===== config.mk =====
export PLATFORM = sky130hd
export DESIGN_NAME = mips_lsu
export DESIGN_NICKNAME = d
export VERILOG_FILES = /design/src/rtl/mips_lsu_pkg.sv /design/src/rtl/mips_lsu_lane.sv /design/src/rtl/mips_lsu.sv
export SDC_FILE = /design/constraint.sdc
export NUM_CORES = 1
export LEC_CHECK = 0
export BUFFER_PORTS_ARGS = -buffer_cell sky130_fd_sc_hd__buf_2
export CAP_MARGIN = 20
export CORE_UTILIZATION = 45
export DETAILED_ROUTE_END_ITERATION = 10
export PLACE_DENSITY = 0.77
export SYNTH_ARGS = -nofsm -noshare
export SYNTH_HDL_FRONTEND = slang
export SYNTH_SLANG_ARGS = --single-unit

===== constraint.sdc =====
create_clock -name CLK -period 2.5 [get_ports CLK]
set_input_delay 0.5 -clock CLK [delete_from_list [all_inputs] [get_ports CLK]]
set_output_delay 0.5 -clock CLK [all_outputs]
set_load 0.02 [all_outputs]

===== src/rtl/mips_lsu_pkg.sv =====
// Shared opcode constants, FSM states and decode helpers for the MIPS load/store unit.
package mips_lsu_pkg;

    localparam logic [5:0] OP_LB  = 6'h20;
    localparam logic [5:0] OP_LH  = 6'h21;
    localparam logic [5:0] OP_LW  = 6'h23;
    localparam logic [5:0] OP_LBU = 6'h24;
    localparam logic [5:0] OP_LHU = 6'h25;
    localparam logic [5:0] OP_SB  = 6'h28;
    localparam logic [5:0] OP_SH  = 6'h29;
    localparam logic [5:0] OP_SW  = 6'h2B;

    localparam int DMEM_SIZE = 1024;

    typedef enum logic [1:0] {
        ST_IDLE = 2'd0,
        ST_REQ  = 2'd1,
        ST_DONE = 2'd2
    } lsu_state_t;

    function automatic logic is_mem_op(input logic [5:0] op);
        case (op)
            OP_LB, OP_LH, OP_LW, OP_LBU, OP_LHU, OP_SB, OP_SH, OP_SW: return 1'b1;
            default: return 1'b0;
        endcase
    endfunction

    function automatic logic is_load(input logic [5:0] op);
        case (op)
            OP_LB, OP_LH, OP_LW, OP_LBU, OP_LHU: return 1'b1;
            default: return 1'b0;
        endcase
    endfunction

    // Byte accesses can never be misaligned, so only word and halfword ops are tested.
    function automatic logic is_aligned(input logic [5:0] op, input logic [1:0] offset);
        case (op)
            OP_LW, OP_SW:          return offset == 2'b00;
            OP_LH, OP_LHU, OP_SH:  return !offset[0];
            default:               return 1'b1;
        endcase
    endfunction

endpackage


===== src/rtl/mips_lsu_lane.sv =====
// Big-endian byte-lane steering: store byte enables and replicated write data,
// plus selection and sign/zero extension of load data.
module lsu_lane
    import mips_lsu_pkg::*;
(
    input  logic [5:0]  op,
    input  logic [1:0]  offset,
    input  logic [31:0] rt,
    input  logic [31:0] rdata,
    output logic [3:0]  be,
    output logic [31:0] wdata,
    output logic [31:0] ext
);

    logic [7:0]  byte_sel;
    logic [15:0] half_sel;

    always_comb begin
        case (offset)
            2'd0:    byte_sel = rdata[31:24];
            2'd1:    byte_sel = rdata[23:16];
            2'd2:    byte_sel = rdata[15:8];
            default: byte_sel = rdata[7:0];
        endcase
        half_sel = offset[1] ? rdata[15:0] : rdata[31:16];

        // Loads and SW use all four lanes with the word passed straight through.
        be    = 4'b1111;
        wdata = rt;
        ext   = rdata;
        case (op)
            OP_SB: begin
                be    = 4'b1000 >> offset;
                wdata = {4{rt[7:0]}};
            end
            OP_SH: begin
                be    = offset[1] ? 4'b0011 : 4'b1100;
                wdata = {2{rt[15:0]}};
            end
            OP_LB:   ext = {{24{byte_sel[7]}}, byte_sel};
            OP_LBU:  ext = {24'h000000, byte_sel};
            OP_LH:   ext = {{16{half_sel[15]}}, half_sel};
            OP_LHU:  ext = {16'h0000, half_sel};
            default: ;
        endcase
    end

endmodule


===== src/rtl/mips_lsu.sv =====
// Load/store initiator: decodes the memory opcode, runs a req/ack transaction on the
// data-memory bus and stalls the pipeline until it completes or times out.
module mips_lsu
    import mips_lsu_pkg::*;
#(
    parameter int ADDR_W  = 10,
    parameter int TIMEOUT = 16
) (
    input  logic              CLK,
    input  logic              RST,
    input  logic              in_valid,
    input  logic [31:0]       Ins,
    input  logic [31:0]       Result,
    input  logic [31:0]       Rdata2,
    output logic              stall,
    output logic              ld_valid,
    output logic [31:0]       ld_data,
    output logic              align_err,
    output logic              bus_err,
    output logic              mem_req,
    output logic              mem_we,
    output logic [ADDR_W-1:0] mem_addr,
    output logic [3:0]        mem_be,
    output logic [31:0]       mem_wdata,
    input  logic              mem_ack,
    input  logic [31:0]       mem_rdata
);

    localparam int CNT_W = $clog2(TIMEOUT + 1);

    lsu_state_t       state_q, state_d;
    logic [CNT_W-1:0] cnt_q;
    logic [5:0]       op_q;
    logic [1:0]       off_q;

    logic [5:0]  op_live;
    logic [1:0]  off_live;
    logic        start, misalign, timeout;
    logic [5:0]  lane_op;
    logic [1:0]  lane_off;
    logic [3:0]  lane_be;
    logic [31:0] lane_wdata, lane_ext;
    logic        unused_bits;

    assign op_live     = Ins[31:26];
    assign off_live    = Result[1:0];
    assign start       = in_valid && is_mem_op(op_live) && is_aligned(op_live, off_live);
    assign misalign    = in_valid && is_mem_op(op_live) && !is_aligned(op_live, off_live);
    assign timeout     = (cnt_q == CNT_W'(TIMEOUT - 1));
    assign unused_bits = ^{Ins[25:0], Result[31:ADDR_W+2]};

    // The lane logic sees the live instruction while idle and the latched one afterwards.
    assign lane_op  = (state_q == ST_IDLE) ? op_live  : op_q;
    assign lane_off = (state_q == ST_IDLE) ? off_live : off_q;

    lsu_lane u_lane (
        .op     (lane_op),
        .offset (lane_off),
        .rt     (Rdata2),
        .rdata  (mem_rdata),
        .be     (lane_be),
        .wdata  (lane_wdata),
        .ext    (lane_ext)
    );

    always_ff @(posedge CLK) begin
        if (RST) state_q <= ST_IDLE;
        else     state_q <= state_d;
    end

    always_comb begin
        state_d = state_q;
        stall   = 1'b0;
        case (state_q)
            ST_IDLE: begin
                if (start) begin
                    stall   = 1'b1;
                    state_d = ST_REQ;
                end
            end
            ST_REQ: begin
                stall = 1'b1;
                if (mem_ack || timeout) state_d = ST_DONE;
            end
            ST_DONE: state_d = ST_IDLE;
            default: state_d = ST_IDLE;
        endcase
    end

    always_ff @(posedge CLK) begin
        if (RST) begin
            mem_req   <= 1'b0;
            mem_we    <= 1'b0;
            mem_addr  <= '0;
            mem_be    <= 4'h0;
            mem_wdata <= 32'h0;
            ld_data   <= 32'h0;
            ld_valid  <= 1'b0;
            align_err <= 1'b0;
            bus_err   <= 1'b0;
            cnt_q     <= '0;
            op_q      <= 6'h0;
            off_q     <= 2'b00;
        end else begin
            ld_valid  <= 1'b0;
            align_err <= 1'b0;
            bus_err   <= 1'b0;
            case (state_q)
                ST_IDLE: begin
                    if (start) begin
                        mem_req   <= 1'b1;
                        mem_we    <= !is_load(op_live);
                        mem_addr  <= Result[ADDR_W+1:2];
                        mem_be    <= lane_be;
                        mem_wdata <= lane_wdata;
                        op_q      <= op_live;
                        off_q     <= off_live;
                        cnt_q     <= '0;
                    end else if (misalign) begin
                        align_err <= 1'b1;
                    end
                end
                ST_REQ: begin
                    // An ack in the final window cycle still wins over the timeout.
                    if (mem_ack) begin
                        mem_req <= 1'b0;
                        if (is_load(op_q)) begin
                            ld_data  <= lane_ext;
                            ld_valid <= 1'b1;
                        end
                    end else if (timeout) begin
                        mem_req  <= 1'b0;
                        bus_err  <= 1'b1;
                        ld_data  <= 32'h0;
                        ld_valid <= is_load(op_q);
                    end else begin
                        cnt_q <= cnt_q + 1'b1;
                    end
                end
                default: ;
            endcase
        end
    end

endmodule


==> metrics.cfg, run 1 <==
[outcome]
status = complete, no violations

[die]
die_y_um = 105.4
fp.dieW_um = 105.4
core-area_mm2 = 0.01032
initial_core_util = 0.4658
dieArea_mm2 = 0.01110
rows = 37
io-pin-count = 216

[worst_setup_path]
crit_chain = ha_1 -> and3_1 -> ha_1 -> nor2b_1 -> o21ai_0 -> and2_1 -> buf_4 -> o2bb2ai_1
r2r-start = cnt_q[0]
crit_path_frequent_cell = ha_1
worstReg2RegEnd = ld_data[18]
slowest_delay_ns = 0.55
cp.required_ns = 2.79
worst_setup_path_end_kind = register
cp-endpoint = ld_data[18]
start_kind = register
path_max_fanout = 13
crit_type = register to register
slowest_stage = and2_1
ff2ff_path_depth = 8
crit_start = cnt_q[0]
rrSetupSlack_ns = 0.26
cp_data_arrival_time_ns = 2.53

[route]
num_vias = 4893
routedWlPerCell_um = 16.70
drc = 0
dr.first_iter.drc_count = 327
drtAntennaViolNets = 0
first_pass_iters = 7
routed_via_density = 5.709
finalWirelength_mm = 14.32

[logic_synthesis]
synthCells = 555
syn_area_mm2 = 0.004808
avgSynthCellArea_um2 = 8.664
async_flop_share = 0
yosysWarnings = 0
synth.yosys.seq_area_share = 0.4080
ys.flop_type = dfxtp_1
synth_top_area_frac = 0.4080
synth_edf_count = 0
synth_cell_types = 56
synth_nets = 689
synth_area_leader_cell = dfxtp_1
synth.area.top_cells = dfxtp_1, mux2i_1, nand2_1, a21oi_1, o21ai_0
synth-seq-cells = 98

[sta]
fin_crit_sh = 0.8960
setup_viol = 0
finalSetupTns_ns = 0
clock_skew_ns = 0.01366
rsz0062_at_grt = no
finalCriticalPeriod_ns = 2.240
worstMarginPinSlew_ns = 0.6202
maxSlewHeadroom = 0.5865
slew_viol_final = 0
max_freq_mhz = 446.4
final-hold-violation-count = 0

[clock_network]
clk_pin_slew_ns = 0.10
post_cts_buffers = 0
cts_root_buf = clkbuf_8
numCtsBuffers = 9
ctsHoldBuffers = 0
cts_tree = yes
insertion_delay_ns = 0.37
htreeDepth = 3
cts_max_path_buffers = 2
cts.sinks = 98

[global_route]
gr-total-overflow = 0
grt_use_total = 0.2550
antenna_found_initial = 0
grt_max_degree = 49
grt_pass1_wl_mm = 22.76
grt_pass1_vias = 4610

[hold_path]
hold_class = input pin to register

[finish]
stdcell_area_mm2 = 0.006133
post-route-util = 0.5941
drive_gt1_frac = 0.3218
syn_to_final_growth_pct = 27.56
fin_nets = 850
n_antenna_cell = 0

[placed_design]
dp_hpwl_mm = 10.35
placed_cell_area_mm2 = 0.005922
gp_congestion = 0.9151
io_buffers = 169

[run]
maxCapViolCount = 0

[pwr]
power.leakage_nw = 2.615
ir_drop_uv = 427.8
powerDensity_mw_per_mm2 = 511.3

how the worst min path moves through the flow:
stage / startpoint / end / slack [ns] / cells after the start
after global routing: Result[10] / mem_addr[8] / 0.35 / 3
final: Result[10] / mem_addr[8] / 0.36 / 3
after CTS: Result[5] / mem_addr[3] / 0.35 / 3
after global placement: ld_data[10] / ld_data[10] / 0.44 / 1
after detailed placement: ld_data[9] / ld_data[9] / 0.44 / 1
after floorplan: op_q[3] / op_q[3] / 0.45 / 2
what timing repair did:
action,CTS,global route
hold endpoints to repair,0,0
gates resized for setup,0,1
setup endpoints to repair,0,1
synth_stat cells (2+ instances only):
cell type,number
dfxtp_1,98
nand2_1,65
a21oi_1,46
o21ai_0,45
mux2i_1,31
clkbuf_1,30
nor2_1,26
a211oi_1,25
o2bb2ai_1,25
and2_1,22
nand3_1,14
and3_1,11
buf_2,11
nor3_1,10
mux2_2,9
o22ai_1,9
o311ai_0,8
a211o_1,7
or3b_1,6
inv_1,5
nor2b_1,4
a211oi_2,3
a311oi_1,3
nand2b_1,3
a31oi_1,2
buf_4,2
ha_1,2
nor3b_1,2
nor4b_1,2
o211ai_1,2
o21a_1,2
logic make-up after synthesis:
group,after synthesis,synth area share
AND/OR/NAND/NOR,172,0.1767
AO/OA/AOI/OAI,193,0.2792
adder cells (fa/ha/maj),2,0.005203
buffers and inverters,50,0.04528
flip-flops,98,0.4080
multiplexers,40,0.08561
layout make-up:
| type | count | area (µm²) |
|---|---|---|
| clock buffers | 11 | 141.4 |
| clock inverters | 5 | 65.06 |
| fillers | 914 | 4190 |
| inverters | 5 | 18.77 |
| multi-input cells | 407 | 2648 |
| flip-flops and latches | 98 | 1962 |
| well taps | 136 | 170.2 |
| repair buffers | 195 | 1129 |
layout by cell type (no fill, tap or decap), types with 9 or more instances in the layout:
cell type and instances:
o21ai_0 45, buf_4 19, dfxtp_1 98, nand3_1 14
nor2_1 26, o22ai_1 9, and3_1 11, clkbuf_8 10
nor3_1 10, mux2_2 9, nand2_1 65, and2_1 21
mux2i_1 31, a21oi_1 46, o2bb2ai_1 25, buf_2 169
a211oi_1 25
through the flow:
stage / instances / setup WS [ns] / power, mW / hold slack [ns]
finish: 857 / 0.2601 / 3.136 / 0.3591
CTS: 857 / 0.2274 / 3.150 / 0.3461
detailed placement: 841 / 0.09060 / 2.067 / 0.4425
floorplan: 555 / 0.3458 / 1.876 / 0.4452
global placement: 841 / 0.1212 / 2.058 / 0.4396
global route: 857 / 0.1314 / 3.249 / 0.3482
sequential cells by signal, summed over array words and instances, names as in the netlist:
register   cells
op_q           6
mem_addr      10
mem_we         1
state_q        2
cnt_q          5
off_q          2
align_err      1
mem_be         4
mem_req        1
bus_err        1
ld_valid       1
mem_wdata     32
ld_data       32
critical path, delay by kind of cell, from the launching register on:
family | cells | cell delay, ns
flops | 1 | 0.35
simple gates | 3 | 0.88
buf+inv | 1 | 0.25
fa+ha+maj | 2 | 0.41
compound gates | 2 | 0.27
per-layer routing:
metal	track usage	wire [µm]	part of all wire	vias to the layer above
li1	-	-	-	2362
met1	0.3194	6004	0.42	2294
met2	0.4300	6974	0.49	218
met3	0.06494	1138	0.079	19
met4	0.07545	199	0.014	0
met5	0	0	0	-
report_power, final:
part / switching (mW) / leakage, nW / internal [mW]
combinational: 0.259 / 1.72 / 0.179
clock: 0.590 / 0.105 / 0.506
sequential: 0.0156 / 0.792 / 1.59
total: 0.865 / 2.61 / 2.27
(Power assumes the default switching activity.)
==> run 2: changes to the inputs <==
CORE_UTILIZATION = 44   (was 45)
CTS_BUF_LIST = sky130_fd_sc_hd__clkbuf_4   (was not set)
PLACE_DENSITY = 0.78   (was 0.77)
SETUP_SLACK_MARGIN = 0.15   (was not set)
clock period = 1.8 ns   (was 2.5 ns; I/O delays follow)
==> run 2 against run 1 <==
Compared with the run above: the flow now finishes with violations (negative setup slack); largest power group unchanged; utilization up 15 points; critical endpoint is now ld_data[1]; via count rose by 20%; final cell count rose by 12%; critical path depth is the same; non-clock buffer count rose by 98.
==> metrics.cfg, run 2 (synthesis gave the netlist of run 1 again) <==
[outcome]
status = finished with violations
violations = negative setup slack

[die]
fp.dieW_um = 106.5  ; +1.1%
die_y_um = 106.5  ; +1.1%
core-area_mm2 = 0.01046  ; +1.3%
dieArea_mm2 = 0.01135  ; +2.2%
io-pin-count = 216  ; unchanged
rows = 37  ; unchanged
initial_core_util = 0.4596  ; -0.006183

[hold_path]
min_from = Result[5]
hold_end = mem_addr[3]
hold_class = input pin to register
holdPathStages = 3  ; unchanged

[clock_network]
clk_pin_slew_ns = 0.20  ; +0.10 ns
insertion_delay_ns = 0.52  ; +0.15 ns
htreeDepth = 3  ; unchanged
cts_max_path_buffers = 2  ; unchanged
cts_tree = yes
cts_root_buf = clkbuf_4
numCtsBuffers = 9  ; unchanged
ctsHoldBuffers = 0  ; unchanged
cts.sinks = 98  ; unchanged

[placed_design]
dp.cells = 899  ; +6.9%
gp_congestion = 0.8862  ; -3.2%
io_buffers = 169  ; unchanged
dp_hpwl_mm = 11.34  ; +9.7%

[global_route]
grt_use_total = 0.2733  ; +0.01828
grt_pass1_vias = 5087  ; +10%
grt_max_degree = 49  ; unchanged
gr-total-overflow = 0  ; unchanged
antenna_found_initial = 0  ; unchanged
grt_pass1_wl_mm = 24.47  ; +7.5%

[pwr]
powerDensity_mw_per_mm2 = 575.5  ; +13%
power.total_mw = 4.475  ; +43%
ir_drop_uv = 353.5  ; -17%
power.leakage_nw = 3.351  ; +28%

[worst_setup_path]
start_kind = register
crit_type = register to register
worst_setup_path_end_kind = register
slowest_stage = or3b_4
path_max_fanout = 7  ; -6
rrSetupSlack_ns = -0.46  ; -0.72 ns
cp_top_family = compound AO/OA/AOI/OAI gates
crit_buf_inv = 3  ; +2
cp_data_arrival_time_ns = 2.71  ; +0.18 ns
slowest_delay_ns = 0.43  ; -0.12 ns
crit_chain = buf_2 -> or3b_4 -> a211oi_4 -> buf_6 -> buf_4 -> o311ai_2 -> a211oi_2 -> a211o_1
r2r-start = state_q[0]
worstReg2RegEnd = ld_data[1]
ff2ff_path_depth = 8  ; unchanged
cp.required_ns = 2.25  ; -0.54 ns

[route]
drtAntennaViolNets = 0  ; unchanged
dr.first_iter.drc_count = 707  ; +120%
finalWirelength_mm = 20.09  ; +40%
num_vias = 5871  ; +20%
routed_via_density = 6.141  ; +7.6%
first_pass_iters = 6  ; -1
drc = 0  ; unchanged
routedWlPerCell_um = 21.02  ; +26%

[finish]
reg_top3 = ld_data (32), mem_wdata (32), mem_addr (10)
final_common_cell = buf_2
syn_to_final_growth_pct = 61.72
fin_nets = 949  ; +12%
regArea_mm2 = 0.001976  ; +0.70%
fin_cells = 956  ; +12%
drive_gt1_frac = 0.5476  ; +0.2258
n_antenna_cell = 0  ; unchanged
fill_cells = 659  ; -28%
final_cell_mix = buf_2, dfxtp_1, buf_4
multiInputGateArea_mm2 = 0.003301  ; +25%

[sta]
final-hold-violation-count = 0  ; unchanged
maxSlewHeadroom = 0.5713  ; -0.01522
max_freq_mhz = 443.3  ; -0.69%
setup_viol = 93  ; +93
rsz0062_at_grt = yes
whs_ns = 0.04155  ; -0.3175 ns
worstMarginPinSlew_ns = 0.6430  ; +0.02283 ns
finalCriticalPeriod_ns = 2.256  ; +0.01566 ns
slew_viol_final = 0  ; unchanged
fin_crit_sh = 1.253  ; +0.3571
clock_skew_ns = 0.04099  ; +0.02733 ns
fin_ws_ns = -0.4556  ; -0.7157 ns

[run]
maxCapViolCount = 0  ; unchanged

-- run 2: cell types whose count changed in the layout (fill, tap and decap cells not counted), moves of 14 or more --
cell,previous run,this run
a21oi_2,1,15
nand2_1,65,40
a211oi_1,25,8
a21oi_1,46,31
a211oi_2,3,19
o21ai_0,45,17
buf_6,0,19
buf_4,19,81
o21ai_1,1,25
nand2_4,0,14
-- run 2: stage by stage --
step / cell area, µm² / setup TNS, ns / setup WS [ns] / util
after floorplan: 4961 / -3.383 / -0.1487 / -
after global placement: 6446 / -13.31 / -0.2924 / 0.6161
after detailed placement: 6446 / -16.73 / -0.3341 / 0.6161
after CTS: 6952 / -7.553 / -0.2020 / 0.6644
after global routing: 7776 / -22.52 / -0.5804 / 0.7432
final: 7776 / -18.51 / -0.4556 / 0.7432
-- run 2: layout make-up --
cell class / count / share of cell area
timing repair buffer: 293 / 0.2776
multi-input combinational: 408 / 0.4245
sequential: 98 / 0.2541
clock buffer: 9 / 0.008689
clock inverter: 7 / 0.01094
tap: 136 / 0.02188
inverter: 5 / 0.002414
-- run 2: layer usage --
layer,global-route usage,vias up,share of wire
met2,0.4703,386,0.49
met3,0.04414,115,0.089
met1,0.3324,2794,0.37
met5,0,-,0
met4,0.1272,0,0.053
li1,-,2576,-
-- run 2: worst max path at each step --
stage | from | end | slack [ns] | cells after the start
global placement | Ins[27] | mem_wdata[25] | -0.29 | 7
finish | state_q[0] | ld_data[1] | -0.46 | 8
CTS | op_q[3] | ld_data[4] | -0.20 | 7
detailed placement | Ins[27] | mem_wdata[25] | -0.33 | 7
floorplan | Ins[26] | ld_data[21] | -0.15 | 8
global route | state_q[0] | ld_data[6] | -0.58 | 9
-- run 2: timing repair --
action | 4_1_cts | 5_1_grt
setup endpoints to repair | 95 | 96
pin swaps | 26 | 50
resized for setup | 106 | 108
cloned | 1 | 10
buffers inserted | 5 | 25
-- run 2: power breakdown --
group | switching [mW] | internal [mW]
sequential | 0.0245 | 2.20
combinational | 0.519 | 0.409
clock | 0.869 | 0.448
-- run 2: worst min-delay path: stages --
cell,delay [ns]
buf_2,0.09
nand2_1,0.04
a21oi_1,0.05
